## src/rtl/dir_txn_sequencer.sv

```systemverilog
// Directory read-modify-write sequencer: one coherence transaction at a time, lookup -> update -> response.
// Optional wait-state watchdog enabled by defining DIR_SEQ_TIMEOUT_EN.
`ifndef NUM_L1_CACHES
`define NUM_L1_CACHES 4
`endif
`ifndef WADDR
`define WADDR 16
`endif
`ifndef DIR_STATE_INVALID
`define DIR_STATE_INVALID 3'd0
`endif
`ifndef DIR_STATE_SHARED
`define DIR_STATE_SHARED 3'd1
`endif
`ifndef DIR_STATE_EXCLUSIVE
`define DIR_STATE_EXCLUSIVE 3'd2
`endif

module dir_txn_sequencer #(
    parameter int unsigned NUM_L1 = `NUM_L1_CACHES,
    parameter int unsigned AW     = `WADDR
`ifdef DIR_SEQ_TIMEOUT_EN
    , parameter int unsigned TIMEOUT_CYCLES = 255
`endif
) (
    input  logic              clk,
    input  logic              rst_n,
    input  logic              req_valid,
    output logic              req_ready,
    input  logic [AW-1:0]     req_addr,
    input  logic [NUM_L1-1:0] req_src,
    input  logic [1:0]        req_op,
    output logic              lookup_req,
    output logic [AW-1:0]     lookup_addr,
    input  logic              lookup_valid,
    input  logic [2:0]        lookup_state,
    input  logic [NUM_L1-1:0] lookup_presence,
    input  logic [NUM_L1-1:0] lookup_tip_state,
    output logic              update_req,
    output logic [AW-1:0]     update_addr,
    output logic [2:0]        update_state,
    output logic [NUM_L1-1:0] update_presence,
    output logic [NUM_L1-1:0] update_tip_state,
    input  logic              update_done,
    output logic              resp_valid,
    input  logic              resp_ready,
    output logic [NUM_L1-1:0] resp_probe_mask,
    output logic [2:0]        resp_state,
    output logic              resp_err
);
    localparam logic [1:0] OP_ACQ_B = 2'd0;
    localparam logic [1:0] OP_ACQ_T = 2'd1;
    localparam logic [1:0] OP_REL   = 2'd2;

    typedef enum logic [2:0] {IDLE, LK_REQ, LK_WAIT, UPD_REQ, UPD_WAIT, RESP} state_t;

    state_t             state;
    logic [AW-1:0]      addr_q;
    logic [NUM_L1-1:0]  src_q;
    logic [1:0]         op_q;
    logic [NUM_L1-1:0]  probe_c;
    logic [NUM_L1-1:0]  npres_c;
    logic [NUM_L1-1:0]  ntip_c;
    logic [2:0]         nstate_c;

    // The stored line state is fully implied by presence/tip, so the directory's copy is not needed.
    logic unused_lookup_state;
    assign unused_lookup_state = ^lookup_state;

`ifdef DIR_SEQ_TIMEOUT_EN
    localparam int unsigned CW = ($clog2(TIMEOUT_CYCLES + 1) > 8) ? $clog2(TIMEOUT_CYCLES + 1) : 8;
    logic [CW-1:0] cnt;
    logic          expired_c;
    assign expired_c = (cnt == CW'(TIMEOUT_CYCLES - 1));
`endif

    // Next directory entry and probe set from the lookup result.
    always_comb begin
        probe_c = '0;
        npres_c = lookup_presence;
        ntip_c  = lookup_tip_state;
        case (op_q)
            OP_ACQ_B: begin
                probe_c = lookup_tip_state & ~src_q;
                npres_c = lookup_presence | src_q;
                ntip_c  = lookup_tip_state & src_q;
            end
            OP_ACQ_T: begin
                probe_c = lookup_presence & ~src_q;
                npres_c = src_q;
                ntip_c  = src_q;
            end
            OP_REL: begin
                npres_c = lookup_presence & ~src_q;
                ntip_c  = lookup_tip_state & ~src_q;
            end
            default: ntip_c = lookup_tip_state & ~src_q;
        endcase
        if (npres_c == '0)
            nstate_c = 3'(`DIR_STATE_INVALID);
        else if (ntip_c != '0)
            nstate_c = 3'(`DIR_STATE_EXCLUSIVE);
        else
            nstate_c = 3'(`DIR_STATE_SHARED);
    end

    always_ff @(posedge clk) begin
        if (!rst_n) begin
            state            <= IDLE;
            addr_q           <= '0;
            src_q            <= '0;
            op_q             <= '0;
            req_ready        <= 1'b1;
            lookup_req       <= 1'b0;
            lookup_addr      <= '0;
            update_req       <= 1'b0;
            update_addr      <= '0;
            update_state     <= '0;
            update_presence  <= '0;
            update_tip_state <= '0;
            resp_valid       <= 1'b0;
            resp_probe_mask  <= '0;
            resp_state       <= '0;
            resp_err         <= 1'b0;
`ifdef DIR_SEQ_TIMEOUT_EN
            cnt              <= '0;
`endif
        end else begin
            lookup_req <= 1'b0;
            update_req <= 1'b0;
`ifdef DIR_SEQ_TIMEOUT_EN
            cnt        <= '0;
`endif
            case (state)
                IDLE: if (req_valid) begin
                    addr_q    <= req_addr;
                    src_q     <= req_src;
                    op_q      <= req_op;
                    req_ready <= 1'b0;
                    if ($onehot(req_src)) begin
                        lookup_req  <= 1'b1;
                        lookup_addr <= req_addr;
                        state       <= LK_REQ;
                    end else begin
                        resp_valid      <= 1'b1;
                        resp_err        <= 1'b1;
                        resp_probe_mask <= '0;
                        resp_state      <= 3'(`DIR_STATE_INVALID);
                        state           <= RESP;
                    end
                end
                LK_REQ: state <= LK_WAIT;
                LK_WAIT: begin
                    if (lookup_valid) begin
                        update_req       <= 1'b1;
                        update_addr      <= addr_q;
                        update_state     <= nstate_c;
                        update_presence  <= npres_c;
                        update_tip_state <= ntip_c;
                        resp_probe_mask  <= probe_c;
                        resp_state       <= nstate_c;
                        state            <= UPD_REQ;
                    end
`ifdef DIR_SEQ_TIMEOUT_EN
                    else if (expired_c) begin
                        resp_valid      <= 1'b1;
                        resp_err        <= 1'b1;
                        resp_probe_mask <= '0;
                        resp_state      <= 3'(`DIR_STATE_INVALID);
                        state           <= RESP;
                    end else
                        cnt <= cnt + CW'(1);
`endif
                end
                UPD_REQ: state <= UPD_WAIT;
                UPD_WAIT: begin
                    if (update_done) begin
                        resp_valid <= 1'b1;
                        resp_err   <= 1'b0;
                        state      <= RESP;
                    end
`ifdef DIR_SEQ_TIMEOUT_EN
                    else if (expired_c) begin
                        resp_valid      <= 1'b1;
                        resp_err        <= 1'b1;
                        resp_probe_mask <= '0;
                        resp_state      <= 3'(`DIR_STATE_INVALID);
                        state           <= RESP;
                    end else
                        cnt <= cnt + CW'(1);
`endif
                end
                RESP: if (resp_ready) begin
                    resp_valid <= 1'b0;
                    resp_err   <= 1'b0;
                    req_ready  <= 1'b1;
                    state      <= IDLE;
                end
                default: state <= IDLE;
            endcase
        end
    end
endmodule

```

## config.mk

```make
export PLATFORM = sky130hd
export DESIGN_NAME = dir_txn_sequencer
export DESIGN_NICKNAME = d
export VERILOG_FILES = /design/src/rtl/dir_txn_sequencer.sv
export SDC_FILE = /design/constraint.sdc
export NUM_CORES = 1
export LEC_CHECK = 0
export BUFFER_PORTS_ARGS = -buffer_cell sky130_fd_sc_hd__buf_2
export CAP_MARGIN = 25
export CORE_UTILIZATION = 43
export DETAILED_ROUTE_END_ITERATION = 7
export PLACE_DENSITY = 0.74
export SYNTH_ARGS = -nofsm -noshare
export SYNTH_HDL_FRONTEND = slang
export SYNTH_SLANG_ARGS = --single-unit
```

## constraint.sdc

```tcl
create_clock -name clk -period 6.94 [get_ports clk]
set_input_delay 0.694 -clock clk [delete_from_list [all_inputs] [get_ports clk]]
set_output_delay 0.694 -clock clk [all_outputs]
set_load 0.03 [all_outputs]
```

## After elaboration in Yosys (flattened, before gate mapping)

Cells that the tools add are included.

| word-level totals | value |
|---|---|
| register bits after elaboration | 80 |
| input port bits | 39 |
| output and inout bits | 55 |

| operators by class | value |
|---|---|
| reduce and logical (&&, ||, !) cells | 16 |
| bitwise operators | 5 |
| add/sub/neg operators | 3 |
| mux-type cells | 31 |
| equality and inequality tests | 13 |

Operator list:

| kind | number |
|---|---|
| $mux 3 | 8 |
| $pmux 4 s2 | 3 |
| $pmux 3 s6 | 1 |
| $and 4x4->4 | 3 |
| $mux 4 | 3 |
| $pmux 4 s3 | 1 |
| $ne 2x2->1 const B | 5 |
| $mux 1 | 9 |
| $reduce_and 3->1 | 3 |
| $reduce_and 4->1 | 2 |
| $eq 3x1->1 const B | 2 |
| $eq 3x2->1 const B | 2 |
| $eq 3x3->1 const B | 2 |
| $pmux 1 s3 | 2 |
| $pmux 3 s2 | 1 |
| $reduce_and 2->1 | 3 |
| $reduce_and 5->1 | 1 |
| $add 1x1->2 | 2 |
| $logic_not 4->1 | 1 |
| $mux 2 | 2 |
| $not 4->4 | 1 |
| $or 4x4->4 | 1 |
| $reduce_bool 2->1 | 2 |
| $reduce_bool 4->1 | 1 |
| other kinds (7) | 7 |

## Depth between registers and ports, before layout

| logic depth | value |
|---|---|
| depth after elaboration | 8 |
| depth in mapped cells | 10 |
| mapped depth without buffers | 10 |

## Worst setup path before layout

No wires, ideal clock.

| path | value |
|---|---|
| path type | input -> register |
| start | input req_src[0] |
| end | register resp_probe_mask[0] |
| data required time | 6.875 ns |
| arrival time | 2.811 ns |
| cell stages on the path | 9 |
| slack | 4.064 ns |
| buffers on the path | 0 |
| library setup time | 0.065 ns |
| cells stage by stage | inv_1 fa_1 inv_1 ha_1 ha_1 or3b_2 a21oi_1 a21oi_1 nor2b_1 |

| on the way | value |
|---|---|
| word-level cells in the longest chain between the ends | 5 |

RTL lines:

| what | RTL line | text |
|---|---|---|
| start, declared | 31 | `input logic [NUM_L1-1:0] req_src,` |
| $add 1x1->2 (not written as such) | 140 | `if ($onehot(req_src)) begin` |
| $add 2x2->3 (not written as such) | 140 |  |
| $eq 3x1->1 | 140 |  |
| $ne 2x2->1 (no line) | - |  |
| $reduce_and 4->1 (no line) | - |  |
| end signal, assigned | 160 | `resp_probe_mask <= probe_c;` |
| end, declared | 47 | `output logic [NUM_L1-1:0] resp_probe_mask,` |

Every way passes these cells.
A chain may end at the register's enable or synchronous reset.

## Worst setup path after layout

Same ends and word-level chain as after synthesis.

==> results.json <==
{
  "outcome": "complete, no violations",
  "dpl_cell_area_um2": 3850,
  "tightestPinTransition_ps": 1000,
  "final-hold-violation-count": 0,
  "p_leak_uw": 0.00173,
  "multi_input_area_um2": 1630,
  "p_comb_share_pct": 27.2,
  "first_global_vias": 2643,
  "slew_headroom_pct": 33.1,
  "boundaryPins": 94,
  "routed_wl_um": 7650,
  "antenna_cells": 0,
  "dp.cells": 560,
  "slew_viol_final": 0,
  "drt_iter0_drc": 155,
  "min_period_ps": 2990,
  "antenna_found_initial": 0,
  "synth_top_family_by_area": "compound AO/OA/AOI/OAI gates",
  "p_clk_share_pct": 29.7,
  "layout_common_cells": "nand2_1 (122), buf_2 (88), dfxtp_1 (78), a21boi_0 (47), a21oi_1 (15)",
  "vias": 2912,
  "skew_ps": 9.20,
  "clkLatencyLatePin_ps": 340,
  "drc": 0,
  "seqPwrFrac_pct": 43.0,
  "die_w_um": 90.5,
  "synthCells": 398,
  "fin_cells": 576,
  "rsz0062_at_grt": "no",
  "setup_ws_ps": 3950,
  "nets": 514,
  "rows": 31,
  "use_met2_pct": 27.7,
  "synth_xor_area_share_pct": 0.260,
  "crit_arrival_ps": 3270,
  "cts.sinks": 78,
  "die_h_um": 90.5,
  "worstSetupPathType": "in -> reg",
  "critPathSlowestCell": "or3b_2",
  "synth_compound_area_share_pct": 22.9,
  "cts_buffers": 9,
  "synth-simple-area-share_pct": 21.9,
  "ys_types": 46,
  "syn_to_final_growth_pct": 21.4,
  "cp-end-kind": "flop",
  "cp.required_ps": 7220,
  "busiest_layer": "met1",
  "yosysSeqAreaShare_pct": 46.4,
  "reg2reg_from": "state[1]",
  "initial_core_util_pct": 45.4,
  "cap_violations": 0,
  "hold_path_startpoint": "lookup_addr[9]",
  "setup_tns_ps": 0,
  "postCtsHoldBufs": 0,
  "critPathMaxFanout": 6,
  "synth-edff-count": 0,
  "gp_congestion": 0.846,
  "die_area_um2": 8180,
  "first_pass_iters": 5,
  "hold_path_class": "reg -> reg",
  "grt_util_met1_pct": 28.4,
  "cts-resized-gates": 0,
  "seqCellArea_um2": 1560,
  "p_sw_uw": 464,
  "p_int_uw": 881,
  "power.density_nw_per_um2": 329,
  "port_buffers": 88,
  "ir_worst_vdd_mv": 0.219,
  "wl_per_cell_um": 13.3,
  "slowest_delay_ps": 570,
  "fin_crit_sh_pct": 43.1,
  "setup_violations": 0,
  "crit_chain": "buf_2, inv_1, fa_1, inv_1, ha_1, ha_1, or3b_2, a21oi_1, a21oi_1, nor2b_1",
  "core_area_um2": 7410,
  "via_per_inst": 5.06,
  "synthesis.area_um2": 3370,
  "post-cts-setup-buffer-count": 0,
  "synth_fa_ha_area_share_pct": 1.34,
  "num-fill-cells": 719,
  "grt-ovfl-total": 0,
  "synthMuxAreaShare_pct": 1.49,
  "swShare_pct": 34.5,
  "critPathLaunch": "req_src[0]",
  "drive_above_1_share_pct": 24.9,
  "cts.path.max_buffers": 2,
  "ys_warn_count": 0,
  "fmax_mhz": 334,
  "ant_nets": 0,
  "cts_tree": "yes",
  "htreeDepth": 3,
  "ys_ff_latch": 78,
  "dp_hpwl_um": 5250,
  "final_cell_area_um2": 4090,
  "preCtsSetupSlack_ps": 3600,
  "synth.avg_cell_area_um2": 8.46,
  "power_uw": 1350,
  "grt_pass1_wl_um": 12700,
  "grt_use_total_pct": 19.2,
  "grt_util_met3_pct": 4.21,
  "grt_max_degree": 78,
  "synthArstFlopShare_pct": 0,
  "clock-root-buffer": "clkbuf_8",
  "synth_flop_cell": "dfxtp_1",
  "path_clk_slew_ps": 80,
  "layout_commonest_cell": "nand2_1",
  "setup.worst_path.start_class": "input port"
}
## per-stage QoR
stage               hold WS [ps]  util, %
floorplan                    441        -
global placement             436     51.6
detailed placement           444     51.9
CTS                          459     55.1
global route                 480     55.1
finish                       455     55.1
## state kept, by name (all words and copies together) (netlist names), 2 cells and up
signal	cells
resp_state	2
update_addr	16
src_q	4
addr_q	16
op_q	2
resp_probe_mask	4
lookup_addr	16
update_state	2
state	3
update_presence	4
update_tip_state	4
## cell families after synthesis
logic type | Yosys count
AO/OA/AOI/OAI | 108
AND/OR/NAND/NOR | 162
other | 1
multiplexers | 5
adder cells (fa/ha/maj) | 3
XOR/XNOR | 1
flip-flops | 78
buffers and inverters | 40
## cells in the mapped netlist, types with 3 or more instances
library cell,instances,area (um2)
inv_1,10,37.5
dfxtp_1,78,1560
o21ai_0,12,60.1
nor2b_1,12,75.1
o211a_1,4,40.0
nor2_1,4,15.0
a21boi_1,10,75.1
buf_6,3,33.8
clkbuf_1,20,75.1
nand2_1,122,458
nor4_1,5,31.3
a21oi_1,15,75.1
mux2i_1,5,50.1
buf_2,4,20.0
a21boi_0,47,353
a31o_1,4,35.0
o211ai_1,4,30.0
buf_4,3,22.5
a211oi_1,4,30.0
## metal layers
metal	vias to the layer above	wire (um)	share of wire [%]
met5	-	0	0
met4	0	63	0.82
met3	5	358	4.7
met2	91	3420	45
met1	1334	3800	50
li1	1482	-	-
## power by group through the flow
stage | Clock, uW | Sequential, uW | Combinational, uW
2_1_floorplan | 0 | 607 | 253
3_3_place_gp | 0 | 585 | 353
3_5_place_dp | 0 | 589 | 368
4_1_cts | 411 | 579 | 370
5_1_grt | 434 | 591 | 404
6_report | 400 | 579 | 367
## critical path: cells and delay by family
kind                       cells  cell delay [ps]
buffers and inverters          3              190
adders and majority gates      3              990
AOI/OAI and AO/OA              2              700
and+or+nand+nor                2              700
## final timing paths
path                   endpoint  slack, ps  cells after the start
max          resp_probe_mask[0]       3950                     10
min              lookup_addr[9]        450                      2
max reg2reg      lookup_addr[4]       4890                      5
min reg2reg      lookup_addr[9]        450                      2
## area by class of cell
type | instances | area share, %
well taps | 99 | 3.03
repair buffers | 92 | 12.0
clock buffers | 10 | 3.12
inverters | 10 | 0.919
clock inverters | 6 | 2.70
multi-input cells | 281 | 40.0
flip-flops and latches | 78 | 38.2
No activity file was read; power rests on OpenSTA's default activity.
